## config.mk

```make
export PLATFORM = sky130hd
export DESIGN_NAME = ahbl_splitter_n
export DESIGN_NICKNAME = d
export VERILOG_FILES = /design/src/rtl/ahbl_pkg.sv /design/src/rtl/ahbl_slot_decoder.sv /design/src/rtl/ahbl_splitter_n.sv
export SDC_FILE = /design/constraint.sdc
export NUM_CORES = 1
export LEC_CHECK = 0
export BUFFER_PORTS_ARGS = -buffer_cell sky130_fd_sc_hd__buf_2
export CELL_PAD_IN_SITES_DETAIL_PLACEMENT = 0
export CELL_PAD_IN_SITES_GLOBAL_PLACEMENT = 2
export CORE_UTILIZATION = 19
export DETAILED_ROUTE_END_ITERATION = 7
export GPL_TIMING_DRIVEN = 0
export MAX_ROUTING_LAYER = met4
export PLACE_DENSITY = 0.89
export REMOVE_ABC_BUFFERS = 1
export SKIP_CTS_REPAIR_TIMING = 1
export SYNTH_ARGS = -nofsm -noshare
export SYNTH_HDL_FRONTEND = slang
export SYNTH_HIERARCHICAL = 1
export SYNTH_SLANG_ARGS = --single-unit
```

## constraint.sdc

```tcl
create_clock -name HCLK -period 2.22 [get_ports HCLK]
set_input_delay 0.444 -clock HCLK [delete_from_list [all_inputs] [get_ports HCLK]]
set_output_delay 0.444 -clock HCLK [all_outputs]
set_load 0.03 [all_outputs]
```

## src/rtl/ahbl_pkg.sv

```systemverilog
// Shared AHB-Lite definitions: transfer/response codes, splitter states and
// the read-data value returned when no slave owns the data phase.
package ahbl_pkg;

    localparam logic [1:0] HTRANS_IDLE   = 2'b00;
    localparam logic [1:0] HTRANS_BUSY   = 2'b01;
    localparam logic [1:0] HTRANS_NONSEQ = 2'b10;
    localparam logic [1:0] HTRANS_SEQ    = 2'b11;

    localparam logic HRESP_OKAY  = 1'b0;
    localparam logic HRESP_ERROR = 1'b1;

    localparam logic [31:0] AHB_RD_DEFAULT = 32'hBADDBEEF;

    typedef enum logic [1:0] {
        ST_IDLE,
        ST_SLAVE,
        ST_ERR1,
        ST_ERR2
    } split_state_t;

endpackage

```

## src/rtl/ahbl_slot_decoder.sv

```systemverilog
// Combinational slot decoder: maps a 4-bit slot field onto one of NS slave
// slots, giving a one-hot select, the matching index and a hit flag.
module ahbl_slot_decoder #(
    parameter int              NS       = 5,
    parameter logic [4*NS-1:0] SLOT_IDS = {4'h4, 4'h3, 4'h2, 4'h1, 4'h0},
    localparam int             IW       = (NS > 1) ? $clog2(NS) : 1
) (
    input  logic [3:0]    slot,
    output logic [NS-1:0] onehot,
    output logic [IW-1:0] idx,
    output logic          hit
);

    always_comb begin
        idx    = '0;
        hit    = 1'b0;
        onehot = '0;
        // Scan from the top down so the lowest matching index is the one kept.
        for (int i = NS - 1; i >= 0; i--) begin
            if (slot == SLOT_IDS[4*i +: 4]) begin
                idx = IW'(i);
                hit = 1'b1;
            end
        end
        if (hit) begin
            onehot = NS'(1) << idx;
        end
    end

endmodule

```

## src/rtl/ahbl_splitter_n.sv

```systemverilog
// AHB-Lite data-phase splitter for NS slaves with a built-in default slave
// (two-cycle ERROR for unmapped slots) and a per-transfer wait-state watchdog.
module ahbl_splitter_n
    import ahbl_pkg::*;
#(
    parameter int              NS         = 5,
    parameter logic [4*NS-1:0] SLOT_IDS   = {4'h4, 4'h3, 4'h2, 4'h1, 4'h0},
    parameter int              TIMEOUT    = 255,
    parameter logic [31:0]     RD_DEFAULT = AHB_RD_DEFAULT
) (
    input  logic             HCLK,
    input  logic             HRESET,
    input  logic             HSEL,
    input  logic [31:0]      HADDR,
    input  logic [1:0]       HTRANS,
    output logic             HREADY,
    output logic             HRESP,
    output logic [31:0]      HRDATA,
    output logic [NS-1:0]    S_SEL,
    input  logic [NS*32-1:0] S_HRDATA,
    input  logic [NS-1:0]    S_HREADYOUT,
    input  logic [NS-1:0]    S_HRESP,
    output logic             TO_PULSE
);

    localparam int          IW      = (NS > 1) ? $clog2(NS) : 1;
    localparam bit          WDOG_EN = (TIMEOUT != 0);
    localparam logic [15:0] TO_LIM  = 16'(TIMEOUT - 1);

    function automatic logic [15:0] sat_inc(input logic [15:0] v);
        return (v == 16'hFFFF) ? v : v + 16'd1;
    endfunction

    split_state_t  state, state_nx;
    logic [IW-1:0] sel_d, sel_nx;
    logic [15:0]   wcnt, wcnt_nx;
    logic          to_q, fire;

    logic [NS-1:0] dec_onehot;
    logic [IW-1:0] dec_idx;
    logic          dec_hit;
    logic          accept;
    logic [31:0]   s_rdata [NS];
    logic          unused_addr;

    assign unused_addr = ^{HADDR[31:28], HADDR[23:0]};

    ahbl_slot_decoder #(
        .NS       (NS),
        .SLOT_IDS (SLOT_IDS)
    ) u_dec (
        .slot   (HADDR[27:24]),
        .onehot (dec_onehot),
        .idx    (dec_idx),
        .hit    (dec_hit)
    );

    // Address phase: select follows the bus combinationally, even in reset.
    assign S_SEL = HSEL ? dec_onehot : '0;

    always_comb begin
        for (int i = 0; i < NS; i++) begin
            s_rdata[i] = S_HRDATA[32*i +: 32];
        end
    end

    // Data phase: response mux driven by the registered state.
    always_comb begin
        HREADY = 1'b1;
        HRESP  = HRESP_OKAY;
        HRDATA = RD_DEFAULT;
        case (state)
            ST_SLAVE: begin
                HREADY = S_HREADYOUT[sel_d];
                HRESP  = S_HRESP[sel_d];
                HRDATA = s_rdata[sel_d];
            end
            ST_ERR1: begin
                HREADY = 1'b0;
                HRESP  = HRESP_ERROR;
            end
            ST_ERR2: begin
                HRESP  = HRESP_ERROR;
            end
            default: ;
        endcase
    end

    assign accept = HSEL & HREADY & ((HTRANS == HTRANS_NONSEQ) | (HTRANS == HTRANS_SEQ));

    always_comb begin
        state_nx = state;
        sel_nx   = sel_d;
        wcnt_nx  = wcnt;
        fire     = 1'b0;
        if (accept) begin
            sel_nx   = dec_idx;
            wcnt_nx  = '0;
            state_nx = dec_hit ? ST_SLAVE : ST_ERR1;
        end else if (HREADY) begin
            state_nx = ST_IDLE;
        end else begin
            // HREADY low only occurs while a slave waits or in ERR1.
            case (state)
                ST_ERR1: state_nx = ST_ERR2;
                ST_SLAVE: begin
                    if (WDOG_EN && (wcnt == TO_LIM)) begin
                        state_nx = ST_ERR1;
                        fire     = 1'b1;
                    end else begin
                        wcnt_nx = sat_inc(wcnt);
                    end
                end
                default: ;
            endcase
        end
    end

    always_ff @(posedge HCLK) begin
        if (HRESET) begin
            state <= ST_IDLE;
            sel_d <= '0;
            wcnt  <= '0;
            to_q  <= 1'b0;
        end else begin
            state <= state_nx;
            sel_d <= sel_nx;
            wcnt  <= wcnt_nx;
            to_q  <= fire;
        end
    end

    // Registered so the pulse lines up with the first forced ERR1 cycle.
    assign TO_PULSE = to_q;

endmodule

```

* Yosys cells after proc, flatten, opt, wreduce, memory -nomap -nowiden
Cells that the tools add are included.
** Storage, ports and cells
- Register bits :: 22
- Input port bits :: 207
- Output and inout bits :: 40
- Word-level logic and storage cells :: 63
** Operators by class
- Add/subtract/negate cells :: 1
- $lt $le $gt $ge :: 2
- Eq/ne operators :: 12
- Shift-type cells :: 1
- Mux-type cells :: 28
- Bitwise operators :: 8
- Reduce and logical (&&, ||, !) cells :: 7
** Operators by type and width (number)
- binary-select mux 32 bit (select 3 bit) :: 1
- two-way mux 32 bit :: 3
- adder 16 x 1 -> 16 bit, second input constant :: 1
- == test 16 bit, second input constant :: 1
- == test 16 x 8 -> 1 bit, second input constant :: 1
- two-way mux 3 bit :: 5
- two-way mux 5 bit :: 2
- == test 2 bit, second input constant :: 4
- == test 4 x 2 -> 1 bit, second input constant :: 2
- two-way mux 1 bit :: 8
- two-way mux 2 bit :: 4
- binary-select mux 1 bit (select 3 bit) :: 2
- << shifter 1 x 3 -> 5 bit, first input constant :: 1
- == test 4 x 1 -> 1 bit, second input constant :: 1
- == test 4 x 3 -> 1 bit, second input constant :: 1
- >= comparator 4 bit, second input constant :: 1
- logical NOT 4 bit :: 1
- less-than comparator 3 x 4 -> 1 bit, second input constant :: 1
- != test 4 bit, second input constant :: 1
- NOT 1 bit :: 4
- NOT 3 -> 4 bit :: 1
- one-hot mux 1 bit (2 select lines) :: 2
- one-hot mux 2 bit (2 select lines) :: 1
- AND reduction 4 bit :: 1
- other kinds (7) :: 9

* Logic depth before layout (Yosys ltp)
- Depth in word-level cells :: 9
- Mapped depth :: 9
- Gate-level depth less buffers :: 7

* Hierarchy
The synthesis kept the hierarchy.
** By module, submodules not included
- ahbl_splitter_n :: times used 1, cells each 254, area each 2608.8 µm², seq. area each 440.4 µm²
- ahbl_slot_decoder :: times used 1, cells each 11, area each 76.3 µm², seq. area each 0.0 µm²

* Least setup slack after synthesis
No wires, ideal clock.
- Kind :: register -> output
- Start point :: register sel_d[1]
- End point :: output port HRDATA[0]
- Arrival :: 1.805 ns
- Data required time :: 1.776 ns
- Path slack :: -0.029 ns
- Stages on the path, launching flop included :: 5
- Path buffers :: 2
- Cells stage by stage :: dfxtp_1 clkbuf_1 clkbuf_1 mux4_2 a221o_1
** Between the ends
- Word-level cells in the longest chain between the ends :: 5
** Ends and longest elaborated chain
- from (decl) :: RTL line ahbl_splitter_n.sv:35 : logic [IW-1:0] sel_d, sel_nx;
- from (signal assigned) :: RTL line ahbl_splitter_n.sv:127 : sel_d <= sel_nx;
- NOT 3 -> 4 bit (implied by the code) :: RTL line ahbl_splitter_n.sv:76 : HRDATA = s_rdata[sel_d];
- binary-select mux 32 bit (select 3 bit) :: RTL line ahbl_splitter_n.sv:76
- two-way mux 32 bit (implied by the code) (2 in a row) :: RTL line ahbl_splitter_n.sv:76
- two-way mux 32 bit :: RTL line ahbl_splitter_n.sv:72 : case (state)
- to (decl) :: RTL line ahbl_splitter_n.sv:18 : output logic [31:0] HRDATA,
No other way between the ends. The select of a mux whose other input is x is not followed.

* Worst setup path in the final report
- Start point :: register sel_d[0]
- End point :: output port HRESP
** Between the ends
- Word-level cells in the longest chain between the ends :: 3
** Ends and longest elaborated chain
- binary-select mux 1 bit (select 3 bit) :: RTL line ahbl_splitter_n.sv:75 : HRESP = S_HRESP[sel_d];
- two-way mux 1 bit (implied by the code) :: RTL line ahbl_splitter_n.sv:75
- one-hot mux 1 bit (2 select lines) :: RTL line ahbl_splitter_n.sv:72
- to (decl) :: RTL line ahbl_splitter_n.sv:17 : output logic HRESP,
No other way between the ends. The select of a mux whose other input is x is not followed.

==> flow_metrics.py <==
metrics = {
    "logic_synthesis": {
        "ys_seq_area_frac": 0.164,
        "ys_top_cells_by_area": "mux4_2 28%, dfxtp_1 16%, a221o_1 8.9%, o31ai_1 3.6%, or4_4 2.9%",
        "async_flop_share": 0,
        "synthCells": 265,
        "synth_top_cell_area_share": 0.277,
        "synthFlopType": "dfxtp_1",
        "yosysWarnings": 6,
        "synth_top_area_cell": "mux4_2",
        "synthesis.area_mm2": 0.00269,
        "syn_area_per_cell_um2": 10.1,
        "synth_cell_types": 52,
        "synth_seq_cells": 22,
        "synth-edff-count": 0,
    },
    "worst_setup_path": {
        "path_cells": "buf_16 -> mux4_2 -> a22o_1 -> a211oi_2 -> nor2_1 -> buf_4",
        "critPathBufInv": 2,
        "endpoint_kind": "primary output",
        "cp.required_ps": 1780,
        "slowest_stage": "mux4_2",
        "startpoint_type": "register",
        "cp_top_family": "multiplexers",
        "arrival_ps": 1980,
        "critPathMaxStageDelay_ps": 490,
        "crit_type": "reg -> out",
        "critical_path.max_fanout": 7,
    },
    "detailed_routing": {
        "routed_wl_um": 11800,
        "drt_first_iter_violations": 161,
        "wl_per_cell_um": 17.4,
        "drt-pass1-iter-count": 4,
        "final_antenna_net_count": 0,
        "remaining_drc_errors": 0,
        "vias": 3331,
        "viasPerCell": 4.91,
    },
    "clock_tree": {
        "clk_latency_ps": 260,
        "clk_pin_slew_ps": 60,
        "clk_path_buf_depth": 2,
        "tritoncts": "yes",
        "clockRootBuffer": "clkbuf_16",
        "cts_sinks": 22,
        "cts_buffers": 3,
        "ctsHtreeMaxLevel": 1,
    },
    "job": {
        "max_cap_viol_count": 0,
    },
    "timing": {
        "period_minus_slack_ps": 2420,
        "maxSlewHeadroom": 0.613,
        "fmax_mhz": 413,
        "fin_worst_skew_ps": 1.84,
        "finalSetupViolCount": 34,
        "timing.hold.ws_ps": 419,
        "rsz0062_at_grt": "true",
        "drv_slew": 0,
        "fin_crit_sh": 1.09,
        "fin_ws_ps": -202,
        "fin_setup_tns_ps": -4030,
        "hold_viol": 0,
        "worst_pin_slew_ps": 576,
    },
    "grt": {
        "grt_pass1_wl_um": 15100,
        "antenna_found_initial": 1,
        "grt_start_max_net_pins": 39,
        "grt_pass1_vias": 3040,
        "grt_overflow": 0,
        "grtUsageTotal": 0.135,
    },
    "power": {
        "peakVddDrop_mv": 0.238,
        "p_comb_frac": 0.356,
        "leakage_nw": 1.85,
        "intPower_w": 0.000883,
        "power_switching_w": 0.000336,
        "power.share.clock": 0.314,
        "swShare": 0.276,
        "sequentialPowerShare": 0.330,
        "power_density_mw_per_mm2": 269,
    },
    "finish": {
        "drive_above_1_share": 0.670,
        "fillCellCount": 1475,
        "area_growth_pct": 69.0,
        "fin_area_mm2": 0.00454,
        "final_nets": 712,
    },
    "place": {
        "gp_congestion": 0.836,
        "dp_hpwl_um": 8380,
        "port-buffer-count": 217,
        "placedInstanceArea_mm2": 0.00391,
    },
    "run_status": {
        "violations": "negative setup slack",
        "status": "finished, violations left",
    },
    "floorplanning": {
        "rows": 43,
        "die_y_um": 121,
        "initial_core_util": 0.194,
        "core_mm2": 0.0138,
        "die_area_mm2": 0.0146,
        "io_pins": 247,
        "fp.dieW_um": 121,
    },
    "worst_hold_path": {
        "holdCritPathClass": "in -> reg",
    },
}
[path summary, 6_finish.rpt]
path | endpoint | cells past startpoint | slack (ps) | from
worst max-delay path | HRESP | 6 | -200 | sel_d[0]
worst min-delay path | state[0] | 2 | 420 | HRESET
worst max register to register | wcnt[10] | 8 | 70 | sel_d[0]
worst min register to register | wcnt[5] | 2 | 490 | wcnt[5]
[sequential cells by signal (all words and copies together), names as in the netlist]
register / flops
TO_PULSE: 1
wcnt: 16
sel_d: 3
state: 2
[cells in the mapped netlist (all sizes together), types with 2 or more instances]
cell type / number
mux4: 33
a221o: 24
dfxtp: 22
a21oi: 18
clkbuf: 17
nor2: 15
o31ai: 14
or4: 12
buf: 10
nand2: 10
a22oi: 8
and2: 8
inv: 8
nand3: 8
ha: 6
and3: 5
nor3: 5
mux2i: 4
nand4: 4
nor4b: 4
o21ai: 4
or3: 3
and4: 2
mux2: 2
nor3b: 2
nor4: 2
[per-layer routing]
metal / up-vias / global-route usage / part of all wire
li1: 1582 / - / -
met5: - / - / 0
met1: 1612 / 0.148 / 0.38
met2: 126 / 0.258 / 0.54
met3: 11 / 0.0164 / 0.063
met4: 0 / 0.0278 / 0.0096
[through the flow]
step	cells	setup slack [ps]	util	power [W]
global route	678	-282	0.328	0.00127
floorplan	238	-1960	-	0.000585
finish	678	-202	0.328	0.00122
CTS	641	-691	0.288	0.00117
detailed placement	638	-441	0.283	0.000791
global placement	635	-3330	0.279	0.000782
[cell families (layout without fill, tap and decap cells)]
family / after synthesis / after routing / share of synthesized area
multiplexers: 39 / 39 / 0.301
AND/OR/NAND/NOR: 87 / 87 / 0.205
AO/OA/AOI/OAI: 76 / 77 / 0.240
other: 0 / 1 / 0
adder cells (fa/ha/maj): 6 / 6 / 0.0280
flip-flops: 22 / 22 / 0.164
buffers and inverters: 35 / 266 / 0.0620
[power by group through the flow]
stage | clock network (W) | registers, W | logic, W
3_5_place_dp | 0 | 0.000418 | 0.000374
6_report | 0.000383 | 0.000403 | 0.000434
5_1_grt | 0.000406 | 0.000404 | 0.000463
3_3_place_gp | 0 | 0.000421 | 0.000361
4_1_cts | 0.000391 | 0.000409 | 0.000375
2_1_floorplan | 0 | 0.000418 | 0.000167
[cells in the final DEF, fill, tap and decap left out, types with 2 or more instances in the layout]
cell type and instances:
mux4_2 33, clkbuf_16 5, or4_1 4, or4_4 8
nand3_1 7, nor4_1 2, dfxtp_4 2, ha_1 5
nand4_1 4, a22oi_2 5, a21oi_2 8, a22oi_1 3
nor4b_1 4, nor3_1 4, o211ai_4 2, a221o_1 24
nor2_1 15, nor3b_1 2, a21oi_1 9, o21ai_0 4
or3_1 3, buf_12 3, buf_2 204, dfxtp_1 20
and3_1 4, o31ai_1 13, mux2i_1 4, nand2_1 10
and2_1 7, clkinvlp_4 2, inv_1 6, and4_1 2
buf_6 15, buf_4 29
[area by class of cell]
type                            count  area (um2)  share of cell area
Antenna cell                        1        2.50            0.000552
Clock buffer                        3        75.1              0.0165
Timing Repair inverter              1        7.51             0.00165
Multi-Input combinational cell    209        2190               0.484
Sequential cell                    22         448              0.0987
Tap cell                          180         225              0.0496
Inverter                            8        38.8             0.00855
Timing Repair Buffer              254        1550               0.341
Note: power is estimated with default switching activity, not from simulation.
